`src/rtl/ram_arbiter.sv`:
```
// ram_arbiter: shares single-port main RAM between video, CPU and DMA with a DMA starvation guard
module ram_arbiter #(
  parameter int ADDR_WIDTH   = 16,
  parameter int DATA_WIDTH   = 8,
  parameter int STARVE_LIMIT = 8
) (
  input  logic                  clk,
  input  logic                  rst_n,
  input  logic                  vid_req,
  input  logic [ADDR_WIDTH-1:0] vid_addr,
  output logic                  vid_ack,
  output logic [DATA_WIDTH-1:0] vid_rdata,
  input  logic                  cpu_req,
  input  logic [ADDR_WIDTH-1:0] cpu_addr,
  input  logic                  cpu_we,
  input  logic [DATA_WIDTH-1:0] cpu_wdata,
  output logic                  cpu_ack,
  output logic [DATA_WIDTH-1:0] cpu_rdata,
  input  logic                  dma_req,
  input  logic [ADDR_WIDTH-1:0] dma_addr,
  input  logic                  dma_we,
  input  logic [DATA_WIDTH-1:0] dma_wdata,
  output logic                  dma_ack,
  output logic [DATA_WIDTH-1:0] dma_rdata,
  output logic                  ram_cs,
  output logic                  ram_we,
  output logic [ADDR_WIDTH-1:0] ram_addr,
  output logic [DATA_WIDTH-1:0] ram_wdata,
  input  logic [DATA_WIDTH-1:0] ram_rdata,
  output logic [1:0]            owner
);
  typedef enum logic [1:0] {IDLE, ISSUE, WAIT, ACK} state_e;
  localparam logic [1:0] G_NONE = 2'd0, G_VID = 2'd1, G_CPU = 2'd2, G_DMA = 2'd3;
  state_e state_q, state_d;
  logic [7:0] cnt_q, cnt_d;
  logic ram_cs_q, ram_cs_d, ram_we_q, ram_we_d;
  logic [ADDR_WIDTH-1:0] ram_addr_q, ram_addr_d;
  logic [DATA_WIDTH-1:0] ram_wdata_q, ram_wdata_d;
  logic [1:0] owner_q, owner_d, gnt;
  logic vid_ack_q, vid_ack_d, cpu_ack_q, cpu_ack_d, dma_ack_q, dma_ack_d;
  logic [DATA_WIDTH-1:0] vid_rdata_q, vid_rdata_d, cpu_rdata_q, cpu_rdata_d, dma_rdata_q, dma_rdata_d;
  logic starved, capture;
  // Winner selection, FSM next state, RAM command and starvation counter update
  always_comb begin
    starved     = dma_req && (cnt_q >= 8'(STARVE_LIMIT));
    gnt         = vid_req ? G_VID : starved ? G_DMA : cpu_req ? G_CPU : dma_req ? G_DMA : G_NONE;
    state_d     = state_q;
    cnt_d       = cnt_q;
    ram_cs_d    = 1'b0;
    ram_we_d    = 1'b0;
    ram_addr_d  = ram_addr_q;
    ram_wdata_d = ram_wdata_q;
    owner_d     = owner_q;
    capture     = (state_q == WAIT);
    case (state_q)
      IDLE: if (gnt != G_NONE) begin
        state_d     = ISSUE;
        ram_cs_d    = 1'b1;
        owner_d     = gnt;
        ram_addr_d  = gnt == G_VID ? vid_addr : gnt == G_CPU ? cpu_addr : dma_addr;
        ram_we_d    = gnt == G_CPU ? cpu_we : gnt == G_DMA ? dma_we : 1'b0;
        ram_wdata_d = gnt == G_CPU ? cpu_wdata : gnt == G_DMA ? dma_wdata : ram_wdata_q;
      end
      ISSUE:   state_d = WAIT;
      WAIT:    state_d = ACK;
      default: state_d = IDLE;
    endcase
    if (!dma_req) cnt_d = 8'd0;
    else if (state_q == IDLE && gnt == G_DMA) cnt_d = 8'd0;
    else if (state_q == IDLE && gnt != G_NONE && cnt_q != 8'hff) cnt_d = cnt_q + 8'd1;
    vid_ack_d   = capture && owner_q == G_VID;
    cpu_ack_d   = capture && owner_q == G_CPU;
    dma_ack_d   = capture && owner_q == G_DMA;
    vid_rdata_d = vid_ack_d ? ram_rdata : vid_rdata_q;
    cpu_rdata_d = cpu_ack_d ? ram_rdata : cpu_rdata_q;
    dma_rdata_d = dma_ack_d ? ram_rdata : dma_rdata_q;
  end
  // State and all registered outputs, cleared by synchronous active-low reset
  always_ff @(posedge clk) begin
    if (!rst_n) begin
      state_q     <= IDLE;
      cnt_q       <= '0;
      ram_cs_q    <= 1'b0;
      ram_we_q    <= 1'b0;
      ram_addr_q  <= '0;
      ram_wdata_q <= '0;
      owner_q     <= G_NONE;
      vid_ack_q   <= 1'b0;
      cpu_ack_q   <= 1'b0;
      dma_ack_q   <= 1'b0;
      vid_rdata_q <= '0;
      cpu_rdata_q <= '0;
      dma_rdata_q <= '0;
    end else begin
      state_q     <= state_d;
      cnt_q       <= cnt_d;
      ram_cs_q    <= ram_cs_d;
      ram_we_q    <= ram_we_d;
      ram_addr_q  <= ram_addr_d;
      ram_wdata_q <= ram_wdata_d;
      owner_q     <= owner_d;
      vid_ack_q   <= vid_ack_d;
      cpu_ack_q   <= cpu_ack_d;
      dma_ack_q   <= dma_ack_d;
      vid_rdata_q <= vid_rdata_d;
      cpu_rdata_q <= cpu_rdata_d;
      dma_rdata_q <= dma_rdata_d;
    end
  end
  assign ram_cs    = ram_cs_q;
  assign ram_we    = ram_we_q;
  assign ram_addr  = ram_addr_q;
  assign ram_wdata = ram_wdata_q;
  assign owner     = owner_q;
  assign vid_ack   = vid_ack_q;
  assign cpu_ack   = cpu_ack_q;
  assign dma_ack   = dma_ack_q;
  assign vid_rdata = vid_rdata_q;
  assign cpu_rdata = cpu_rdata_q;
  assign dma_rdata = dma_rdata_q;
endmodule

```
`config.mk`:
```
export PLATFORM = sky130hd
export DESIGN_NAME = ram_arbiter
export DESIGN_NICKNAME = d
export VERILOG_FILES = /design/src/rtl/ram_arbiter.sv
export SDC_FILE = /design/constraint.sdc
export NUM_CORES = 1
export LEC_CHECK = 0
export ABC_AREA = 1
export BUFFER_PORTS_ARGS = -buffer_cell sky130_fd_sc_hd__buf_2
export CAP_MARGIN = 20
export CORE_MARGIN = 3
export CORE_UTILIZATION = 50
export CTS_CLUSTER_SIZE = 12
export DETAILED_ROUTE_END_ITERATION = 8
export GPL_TIMING_DRIVEN = 0
export PLACE_DENSITY_LB_ADDON = 0.15
export SYNTH_ARGS = -nofsm -noshare
export SYNTH_HDL_FRONTEND = slang
export SYNTH_SLANG_ARGS = --single-unit
```
`constraint.sdc`:
```
create_clock -name clk -period 2.85 [get_ports clk]
set_clock_uncertainty 0.05 [all_clocks]
set_input_delay 0.1425 -clock clk [delete_from_list [all_inputs] [get_ports clk]]
set_output_delay 0.1425 -clock clk [all_outputs]
set_load 0.02 [all_outputs]
```
==> impl_results.md, run 1 <==
- GRT Util Overall: 0.247
- H-tree depth: 3
- Initial antenna violation count: 0
- Cell mode on critical path: nor2_1
- Adder-Cell Fraction of Synth Area: 0.0165
- Syn Area/Cell: 6.92 µm²
- Max Buffers Root-to-Sink: 2
- DRC errors left: 0
- Max cap viols: 0
- Vias/cell: 4.99
- Clk slew on worst S/H paths: 0.07 ns
- Register area share after synthesis: 0.428
- Cts hold-fix bufs: 2
- Wire per inst: 13.0 µm
- Clock Latency Late Sink: 0.34 ns
- CP Launch Type: flip-flop
- Met1 Routed Length: 3510 µm
- Die span in y: 84.0 µm
- Final cell count without fillers: 662
- Top post-synthesis cells by area: dfxtp_1 43%, inv_1 8.8%, a21oi_1 8.7%, nand2_1 8.6%, o21ai_0 7.6%
- Worst slew pin tran: 0.548 ns
- Layout cells sized above 1: 0.281
- DPL Wire Length: 6430 µm
- Largest net degree at the start of global routing: 13
- Final hold violations: 0
- Final WL: 8590 µm
- Post-route ant nets: 0
- Area grow syn2layout: 33.5%
- Endpoint class of the critical path: flip-flop
- Post-synth top cells: 71 x inv_1, 70 x nand2_1, 65 x dfxtp_1
- Rel. slew slack: 0.634
- DR top layer: met4
- Outcome: finished clean
- Max incr delay on CP: 0.43 ns
- Largest family of logic cells by synthesized area: simple AND/OR/NAND/NOR gates
- Critical-path cell list: inv_1 > ha_1 > nand2_1 > nor2_1 > clkinv_1 > nor2_1 > nor2_1
- Register-to-register setup slack: 0.95 ns
- Setup-failing EPs final: 0
- Io pins: 134
- Final Net Count: 668
- Critical Path RT: 3.04 ns
- Starting Density: 0.532
- FP Rows: 27
- Synth warn: 0
- Post-synth EDFFs: 0
- DR pass1 iterations: 4
- Crit path buffers/inverters: 2
- Critical path fanouts, max: 9
- Slowest CP cell: nor2_1
- Resized Gates After CTS: 0
- CP top delay family: simple AND/OR/NAND/NOR gates
- GPL Wtd Cong: 0.877
- First-pass GRT wire length: 14100 µm
- Static Leakage: 2.18 nW
- N_diodes: 0
- Routed vias: 3304
- Clock Tree Root: clkbuf_8
- Synth Area in Compound Gates: 0.187
- Slew Viols, Final: 0
- FILL cells: 507
- Core area: 0.00571 mm²
- Post-synthesis mux area share: 0
- PD cells: 748 mW/mm²
- CTS sink count: 65
- Synth cell types: 24
- CTS tree: yes
- FMAX: 526 MHz
- Placed Instances: 644
- Total gr overflow: 0
- Die ar.: 0.00705 mm²
- Yosys top cell area share: 0.428
- Async set or reset register ratio after synthesis: 0
- Synthesized area: 0.00304 mm²
- Postcts setup bufs: 0
- Die W: 84.0 µm
- Worst vdd ir: 0.000527 V
- Met3 routed WL: 642 µm
- Cell count after synthesis: 439
- CP Class: reg -> reg
- Setup TNS: 0 ns
- Area leader, netlist: dfxtp_1
- Post-synth top flop: dfxtp_1
- XOR/XNOR Fraction of Synth Area: 0.00865
- Initial detailed-routing violation count: 171
- Synthesis-stage register bit count: 65
- Syn_nets: 522
- PortBufs: 133
- Tightest Hold Check Type: in -> reg
- Simple-Gate Fraction of Synth Area: 0.234
- Vias in the first global route: 3150
- RSZ-0062 raised after global routing: false
- Fin crit share: 0.667
- Most common cell in the netlist: inv_1
- Critical Path AT: 2.09 ns
- CTS Buf Count: 9
- Min Tclk post-route: 1.90 ns
- Length of routed met2 wiring: 4290 µm
[kinds of logic (layout without fill, tap and decap cells)]
family | Yosys count | count (layout)
and+or+nand+nor | 168 | 168
AOI/OAI and AO/OA | 107 | 107
buffers and inverters | 92 | 243
DFF | 65 | 65
adders and majority gates | 4 | 4
xor gates and xnor gates | 3 | 3
[final cells by class]
class	count	area, µm²	share of cell area
sequential	65	1300	0.321
timing repair buffer	135	686	0.169
buffer	18	103	0.0253
clock buffer	9	124	0.0305
inverter	74	278	0.0685
multi-input combinational	282	1360	0.335
clock inverter	7	119	0.0293
tap	72	90.1	0.0222
[path summary, 6_finish.rpt]
path	startpoint	end	cells after the start
worst max-delay path	state_q[0]	cpu_rdata[1]	7
worst min-delay path	ram_rdata[5]	cpu_rdata[5]	3
worst max register to register	state_q[0]	cpu_rdata[1]	7
worst min register to register	dma_rdata[2]	dma_rdata[2]	2
[report_power, final]
part	leakage (nW)	switching (mW)	internal [mW]
combinational	1.53	0.617	0.330
clock	0.115	0.373	0.580
sequential	0.531	0.0743	1.06
[flip-flops by register name, summed over array words and instances, names as in the netlist]
signal,count
ram_addr,16
dma_rdata,8
vid_ack,1
state_q,2
cpu_rdata,8
vid_rdata,8
owner,2
cpu_ack,1
ram_we,1
dma_ack,1
ram_cs,1
ram_wdata,8
cnt_q,8
[stage by stage]
stage / worst slack, ns / area (µm²) / hold slack (ns) / total power, mW / util
global placement: 0.965 / 3790 / 0.349 / 2.07 / 0.665
finish: 0.949 / 4060 / 0.0128 / 3.04 / 0.711
detailed placement: 0.946 / 3790 / 0.356 / 2.10 / 0.665
global route: 0.651 / 4060 / 0.00341 / 3.22 / 0.711
CTS: 0.940 / 4060 / 0.00347 / 3.05 / 0.711
floorplan: 1.38 / 3040 / 0.227 / 1.77 / -
[cells in the final DEF, fill, tap and decap left out, drive strengths merged, types with 3 or more instances in the layout]
master  Yosys  routed
o21ai      46      46
buf        11     144
clkinv      3       5
nor2       53      53
a21oi      53      53
inv        71      71
nand3      39      39
dfxtp      65      65
nand2      74      74
a22oi       6       6
clkbuf      7      16
ha          4       4
bufinv      0       3
[worst register-to-register path, stage by stage, from the launching register on]
cell,delay [ns]
dfxtp_1,0.30
inv_1,0.10
ha_1,0.22
nand2_1,0.07
nor2_1,0.43
clkinv_1,0.40
nor2_1,0.18
nor2_1,0.06
[layer usage]
layer,up-vias,track usage
met4,0,0.105
met5,-,0
met1,1475,0.282
li1,1693,-
met2,122,0.423
met3,14,0.0780
Note: power is estimated with default switching activity, not from simulation.
==> inputs of run 2 (changes only) <==
--- a/config.mk
+++ b/config.mk
@@ -9,7 +9,7 @@
 export BUFFER_PORTS_ARGS = -buffer_cell sky130_fd_sc_hd__buf_2
 export CAP_MARGIN = 20
 export CORE_MARGIN = 3
-export CORE_UTILIZATION = 50
+export CORE_UTILIZATION = 43
 export CTS_CLUSTER_SIZE = 12
 export DETAILED_ROUTE_END_ITERATION = 8
 export GPL_TIMING_DRIVEN = 0
==> constraint.sdc (replaced) <==
create_clock -name clk -period 1.6 [get_ports clk]
set_clock_uncertainty 0.05 [all_clocks]
set_input_delay 0.08 -clock clk [delete_from_list [all_inputs] [get_ports clk]]
set_output_delay 0.08 -clock clk [all_outputs]
set_load 0.02 [all_outputs]
==> run 2 against run 1 <==
Net effect: sequential power up 80%; routed wire length rose by 4.6%; global-route usage down 2.8 points; clock-buffer cell count up 1; sequential cell count did not move; critical path depth is 1 higher; maximum frequency grew 26%.
==> impl_results.md, run 2 (synthesis gave the netlist of run 1 again) <==
- H-tree depth: 3 (unchanged)
- Initial antenna violation count: 0 (unchanged)
- Io pins: 134 (unchanged)
- Tightest Hold Check Type: in -> reg
- Design Area, Final: 0.00435 mm² (+7.1%)
- Clk slew on worst S/H paths: 0.08 ns (about the same)
- PortBufs: 133 (unchanged)
- Post-route ant nets: 0 (unchanged)
- Critical Path AT: 1.73 ns (-0.36 ns)
- Critical Path RT: 1.82 ns (-1.22 ns)
- Power, Total: 5.28 mW (+74%)
- Reg2reg end: ram_addr[4]
- FP Rows: 30 (+11%)
- CP Class: reg -> reg
- Met2 Usage GRT: 0.367 (-0.0558)
- Die W: 90.1 µm (+7.3%)
- Area grow syn2layout: 43.0%
- Clock Tree Root: clkbuf_8
- PD cells: 1210 mW/mm² (+62%)
- Hold EP: ram_addr[11]
- N_diodes: 0 (unchanged)
- Starting Density: 0.445 (-0.0875)
- DRC errors left: 0 (unchanged)
- Critical path fanouts, max: 10 (+1)
- CTS sink count: 65 (unchanged)
- CTS Buf Count: 9 (unchanged)
- Static Leakage: 2.28 nW (+4.5%)
- Largest net degree at the start of global routing: 13 (unchanged)
- Placed Instances: 668 (+3.7%)
- Worst Hold Launch: vid_addr[11]
- Wire per inst: 12.7 µm (-2.5%)
- Max Buffers Root-to-Sink: 2 (unchanged)
- Most frequent cells in the layout: 135 x buf_2, 71 x inv_1, 69 x nand2_1
- Fin crit share: 0.943 (+0.276)
- DPL Wire Length: 6340 µm (-1.4%)
- Min Tclk post-route: 1.51 ns (-0.392 ns)
- Commonest non-fill, non-tap cell in the layout: buf_2
- Rel. slew slack: 0.672 (+0.0382)
- Final WL: 8990 µm (+4.6%)
- Routed vias: 3447 (+4.3%)
- Vias/cell: 4.85 (-2.7%)
- Final hold violations: 0 (unchanged)
- Worst slew pin tran: 0.492 ns (-0.0553 ns)
- GPL Wtd Cong: 0.863 (-1.6%)
- Hold path depth: 3 (unchanged)
- FMAX: 663 MHz (+26%)
- Worst vdd ir: 0.000677 V (+29%)
- Placed inst area: 0.00382 mm² (+0.79%)
- Total gr overflow: 0 (unchanged)
- Final cell utilization of the core: 0.636 (-0.0746)
- First-pass GRT wire length: 14700 µm (+4.4%)
- Top Usage Layer GRT: met2
- Max FFs per register: 16 (unchanged)
- FF-to-FF path depth: 8 (+1)
- Outcome: finished clean
- Die ar.: 0.00811 mm² (+15%)
- Final Net Count: 692 (+3.6%)
- Slew Viols, Final: 0 (unchanged)
- Register-to-register setup slack: 0.09 ns (-0.86 ns)
- CP Launch Type: flip-flop
- Reg2reg start: cnt_q[3]
- Core area: 0.00683 mm² (+20%)
- Initial detailed-routing violation count: 154 (-9.9%)
- DR pass1 iterations: 4 (unchanged)
- Met1 Usage GRT: 0.268 (-0.0139)
- Die span in y: 90.1 µm (+7.3%)
- Final cell count without fillers: 710 (+7.3%)
- Clock Latency Late Sink: 0.33 ns (about the same)
- Layout cells sized above 1: 0.301 (+0.0199)
- Endpoint class of the critical path: flip-flop
- Max cap viols: 0 (unchanged)
- Setup-failing EPs final: 0 (unchanged)
- RSZ-0062 raised after global routing: true
- GRT Util Overall: 0.219 (-0.0281)
- Met3 GRT Util: 0.0603 (-0.0177)
- CTS tree: yes
- Vias in the first global route: 3235 (+2.7%)
==> run 2: cell count changes in the layout (fill, tap and decap cells not counted), moves of 3 or more <==
cell           change
nor2_1             -3
ha_2               +3
ha_1               -3
clkbuf_4           +3
dlygate4sd3_1     +18
buf_4              +4
==> run 2: final cells by class <==
class                      count  area (µm²)
buffer                        18         119
clock buffer                  10         138
clock inverter                 6        67.6
fill                         663        2490
inverter                      74         280
multi-input combinational    282        1410
sequential                    65        1300
tap                           96         120
timing repair buffer         159         911
==> run 2: report_power, final <==
group	leakage (nW)	internal, mW	switching [mW]
Combinational	1.65	0.682	1.14
Clock	0.0985	0.764	0.654
Sequential	0.531	1.89	0.144
Total	2.28	3.33	1.94
==> run 2: layer usage <==
metal / vias to the layer above / part of all wire
met5: - / 0
met2: 139 / 0.45
met3: 14 / 0.080
met1: 1553 / 0.45
li1: 1741 / -
met4: 0 / 0.016
==> run 2: worst max path at each step <==
stage | start | to | slack (ns)
after floorplan | state_q[0] | cpu_rdata[0] | 0.13
after global placement | state_q[0] | vid_rdata[4] | -0.30
after detailed placement | state_q[0] | cpu_rdata[5] | -0.32
after CTS | state_q[0] | cpu_rdata[3] | 0.02
after global routing | cnt_q[3] | ram_addr[6] | -0.01
final | cnt_q[3] | ram_addr[4] | 0.09
==> run 2: stage by stage <==
step / setup TNS [ns] / hold slack (ns) / setup WS [ns]
floorplan: 0 / 0.165 / 0.129
global placement: -4.99 / 0.281 / -0.298
detailed placement: -5.29 / 0.295 / -0.320
CTS: 0 / 0.00177 / 0.0153
global route: -0.0478 / 0.0201 / -0.0133
finish: 0 / 0.00497 / 0.0913
==> run 2: worst max-delay path, cell delays in order, from the launching register on <==
cell and delay [ns]:
dfxtp_1 0.35, nor2_1 0.18, nand3_2 0.16, nand2_4 0.16, nand2_4 0.09, buf_6 0.16, nand2_1 0.07, nand3_1 0.07
a21oi_1 0.15
==> run 2: what timing repair did <==
| action | 4_1_cts | 5_1_grt |
|---|---|---|
| pin swaps | 0 | 4 |
| hold buffers | 20 | 0 |
| setup endpoints to repair | 24 | 52 |
| buffers inserted | 0 | 6 |
| gates resized for setup | 7 | 15 |
| hold endpoints to repair | 27 | 0 |
==> inputs of run 3 (changes only) <==
--- a/config.mk
+++ b/config.mk
@@ -7,13 +7,12 @@
 export LEC_CHECK = 0
 export ABC_AREA = 1
 export BUFFER_PORTS_ARGS = -buffer_cell sky130_fd_sc_hd__buf_2
-export CAP_MARGIN = 20
 export CORE_MARGIN = 3
 export CORE_UTILIZATION = 43
 export CTS_CLUSTER_SIZE = 12
 export DETAILED_ROUTE_END_ITERATION = 8
 export GPL_TIMING_DRIVEN = 0
-export PLACE_DENSITY_LB_ADDON = 0.15
+export PLACE_DENSITY = 0.77
 export SYNTH_ARGS = -nofsm -noshare
 export SYNTH_HDL_FRONTEND = slang
 export SYNTH_SLANG_ARGS = --single-unit
==> run 3 against run 2 <==
Net effect: worst hold slack gained 0.010 ns; clock power grew 12%; routed wire length grew 2.2%; non-clock buffer count grew 1; critical path depth shrank 1; combinational power is essentially flat; largest cell class unchanged; sequential power is essentially flat; sequential cell count is the same; clock-buffer cell count is the same.
==> impl_results.md, run 3 (synthesis gave the netlist of run 1 again) <==
- Outcome: finished clean
- Starting Density: 0.445 (unchanged)
- Commonest non-fill, non-tap cell in the layout: buf_2
- Die span in y: 90.1 µm (unchanged)
- CTS sink count: 65 (unchanged)
- Endpoint class of the critical path: flip-flop
- Most frequent cells in the layout: 136 x buf_2, 71 x inv_1, 69 x nand2_1
- Largest net degree at the start of global routing: 13 (unchanged)
- DRC errors left: 0 (unchanged)
- DR pass1 iterations: 5 (+1)
- Max Buffers Root-to-Sink: 2 (unchanged)
- Clk slew on worst S/H paths: 0.07 ns (about the same)
- Routed vias: 3367 (-2.3%)
- First-pass GRT wire length: 15100 µm (+2.6%)
- Static Leakage: 2.30 nW (+0.86%)
- Vias/cell: 4.74 (-2.5%)
- Critical Path RT: 1.78 ns (-0.04 ns)
- DPL Wire Length: 6490 µm (+2.3%)
- Reg power frac: 0.374 (-0.011)
- Int Power: 3.50 mW (+4.8%)
- Switching Fraction: 0.359 (-0.00945)
- Initial antenna violation count: 0 (unchanged)
- Min Tclk post-route: 1.54 ns (+0.0276 ns)
- CTS Buf Count: 9 (unchanged)
- GRT Util Overall: 0.224 (+0.00472)
- CP Class: reg -> reg
- Met3 GRT Util: 0.0603 (unchanged)
- Fin crit share: 0.960 (+0.0173)
- Clock network power share: 0.292 (+0.023)
- Vias in the first global route: 3262 (+0.83%)
- Design Area, Final: 0.00438 mm² (+0.75%)
- FP Rows: 30 (unchanged)
- Final Net Count: 693 (+0.14%)
- RSZ-0062 raised after global routing: true
- Initial detailed-routing violation count: 117 (-24%)
- FILL cells: 622 (-6.2%)
- PD cells: 1250 mW/mm² (+2.5%)
- Die ar.: 0.00811 mm² (unchanged)
- Final WL: 9190 µm (+2.2%)
- Dpl ws: -0.347 ns (-0.0274 ns)
- GPL Wtd Cong: 0.868 (+0.65%)
- Layout cells sized above 1: 0.304 (+0.00276)
- PortBufs: 133 (unchanged)
- Post-route ant nets: 0 (unchanged)
- Io pins: 134 (unchanged)
- Area grow syn2layout: 44.1%
- CTS tree: yes
- N_diodes: 0 (unchanged)
- Setup-failing EPs final: 0 (unchanged)
- Worst vdd ir: 0.000654 V (-3.4%)
- P_sw: 1.95 mW (+0.64%)
- Comb power frac: 0.334 (-0.012)
- Rel. slew slack: 0.670 (-0.00214)
- H-tree depth: 3 (unchanged)
- Slew Viols, Final: 0 (unchanged)
- Final cell utilization of the core: 0.641 (+0.00476)
- Critical Path AT: 1.71 ns (-0.02 ns)
- Die W: 90.1 µm (unchanged)
- Max cap viols: 0 (unchanged)
- Fin worst setup slack: 0.0637 ns (-0.0276 ns)
- Met1 Usage GRT: 0.276 (+0.00828)
- Tightest Hold Check Type: in -> reg
- Worst hold slack: 0.0149 ns (+0.00998 ns)
- Met2 Usage GRT: 0.384 (+0.0168)
- Wire per inst: 12.9 µm (+2.1%)
- Top Usage Layer GRT: met2
- Final hold violations: 0 (unchanged)
- Clock Tree Root: clkbuf_8
- FMAX: 651 MHz (-1.8%)
- Critical path fanouts, max: 9 (-1)
- CP Launch Type: flip-flop
- Placed inst area: 0.00382 mm² (unchanged)
- Clock Latency Late Sink: 0.33 ns (about the same)
- Core area: 0.00683 mm² (unchanged)
- Total gr overflow: 0 (unchanged)
- Max FFs per register: 16 (unchanged)
- Worst slew pin tran: 0.495 ns (+0.00322 ns)
==> run 3: cell count changes in the layout (fill, tap and decap cells not counted), moves of 2 or more <==
| cell | delta |
|---|---|
| dfxtp_2 | +4 |
| dlygate4sd3_1 | +2 |
| dfxtp_1 | -4 |
| clkbuf_4 | -2 |
==> run 3: path summary, 6_finish.rpt <==
| kind | from | end | slack (ns) | cells after the start |
|---|---|---|---|---|
| worst max-delay path | state_q[0] | cpu_rdata[5] | 0.06 | 7 |
| worst min-delay path | vid_addr[1] | ram_addr[1] | 0.01 | 3 |
| worst max register to register | state_q[0] | cpu_rdata[5] | 0.06 | 7 |
| worst min register to register | dma_rdata[6] | dma_rdata[6] | 0.39 | 2 |
==> run 3: worst max-delay path: stages, from the launching register on <==
cell	delay [ns]
dfxtp_1	0.30
inv_1	0.10
ha_1	0.26
nand2_1	0.12
nor2_4	0.22
clkinv_2	0.19
nor2_1	0.13
nor2_1	0.06
==> run 3: power by group through the flow <==
| stage | Clock, mW | Sequential, mW | Combinational [mW] |
|---|---|---|---|
| floorplan | 0 | 2.34 | 0.808 |
| global placement | 0 | 2.05 | 1.66 |
| detailed placement | 0 | 2.06 | 1.69 |
| CTS | 1.62 | 2.03 | 1.74 |
| global route | 1.70 | 2.07 | 2.01 |
| finish | 1.59 | 2.04 | 1.82 |
==> run 3: cell type report <==
cell class	instances	area, µm²	area share
clock inverters	6	90.1	0.0206
clock buffers	10	138	0.0314
multi-input cells	282	1410	0.321
flip-flops and latches	65	1310	0.298
inverters	74	280	0.0640
plain buffers	18	114	0.0260
well taps	96	120	0.0274
repair buffers	160	923	0.211
==> run 3: what timing repair did <==
item,in CTS,in global routing
gates resized for setup,5,20
buffers inserted,0,5
setup endpoints to repair,19,58
endpoints found under the hold margin,28,0
hold buffers,22,0
pin swaps,0,1
==> run 3: per-layer routing <==
| layer | share of wire | wire (µm) |
|---|---|---|
| met1 | 0.43 | 4000 |
| met2 | 0.49 | 4460 |
| met3 | 0.076 | 699 |
| met4 | 0.0036 | 33 |
| met5 | 0 | 0 |
==> run 3: through the flow <==
step           power (mW)  std cells  setup TNS, ns
2_1_floorplan        3.15        439              0
3_3_place_gp         3.71        668          -4.33
3_5_place_dp         3.75        668          -4.61
4_1_cts              5.39        706              0
5_1_grt              5.78        711         -0.107
6_report             5.45        711              0
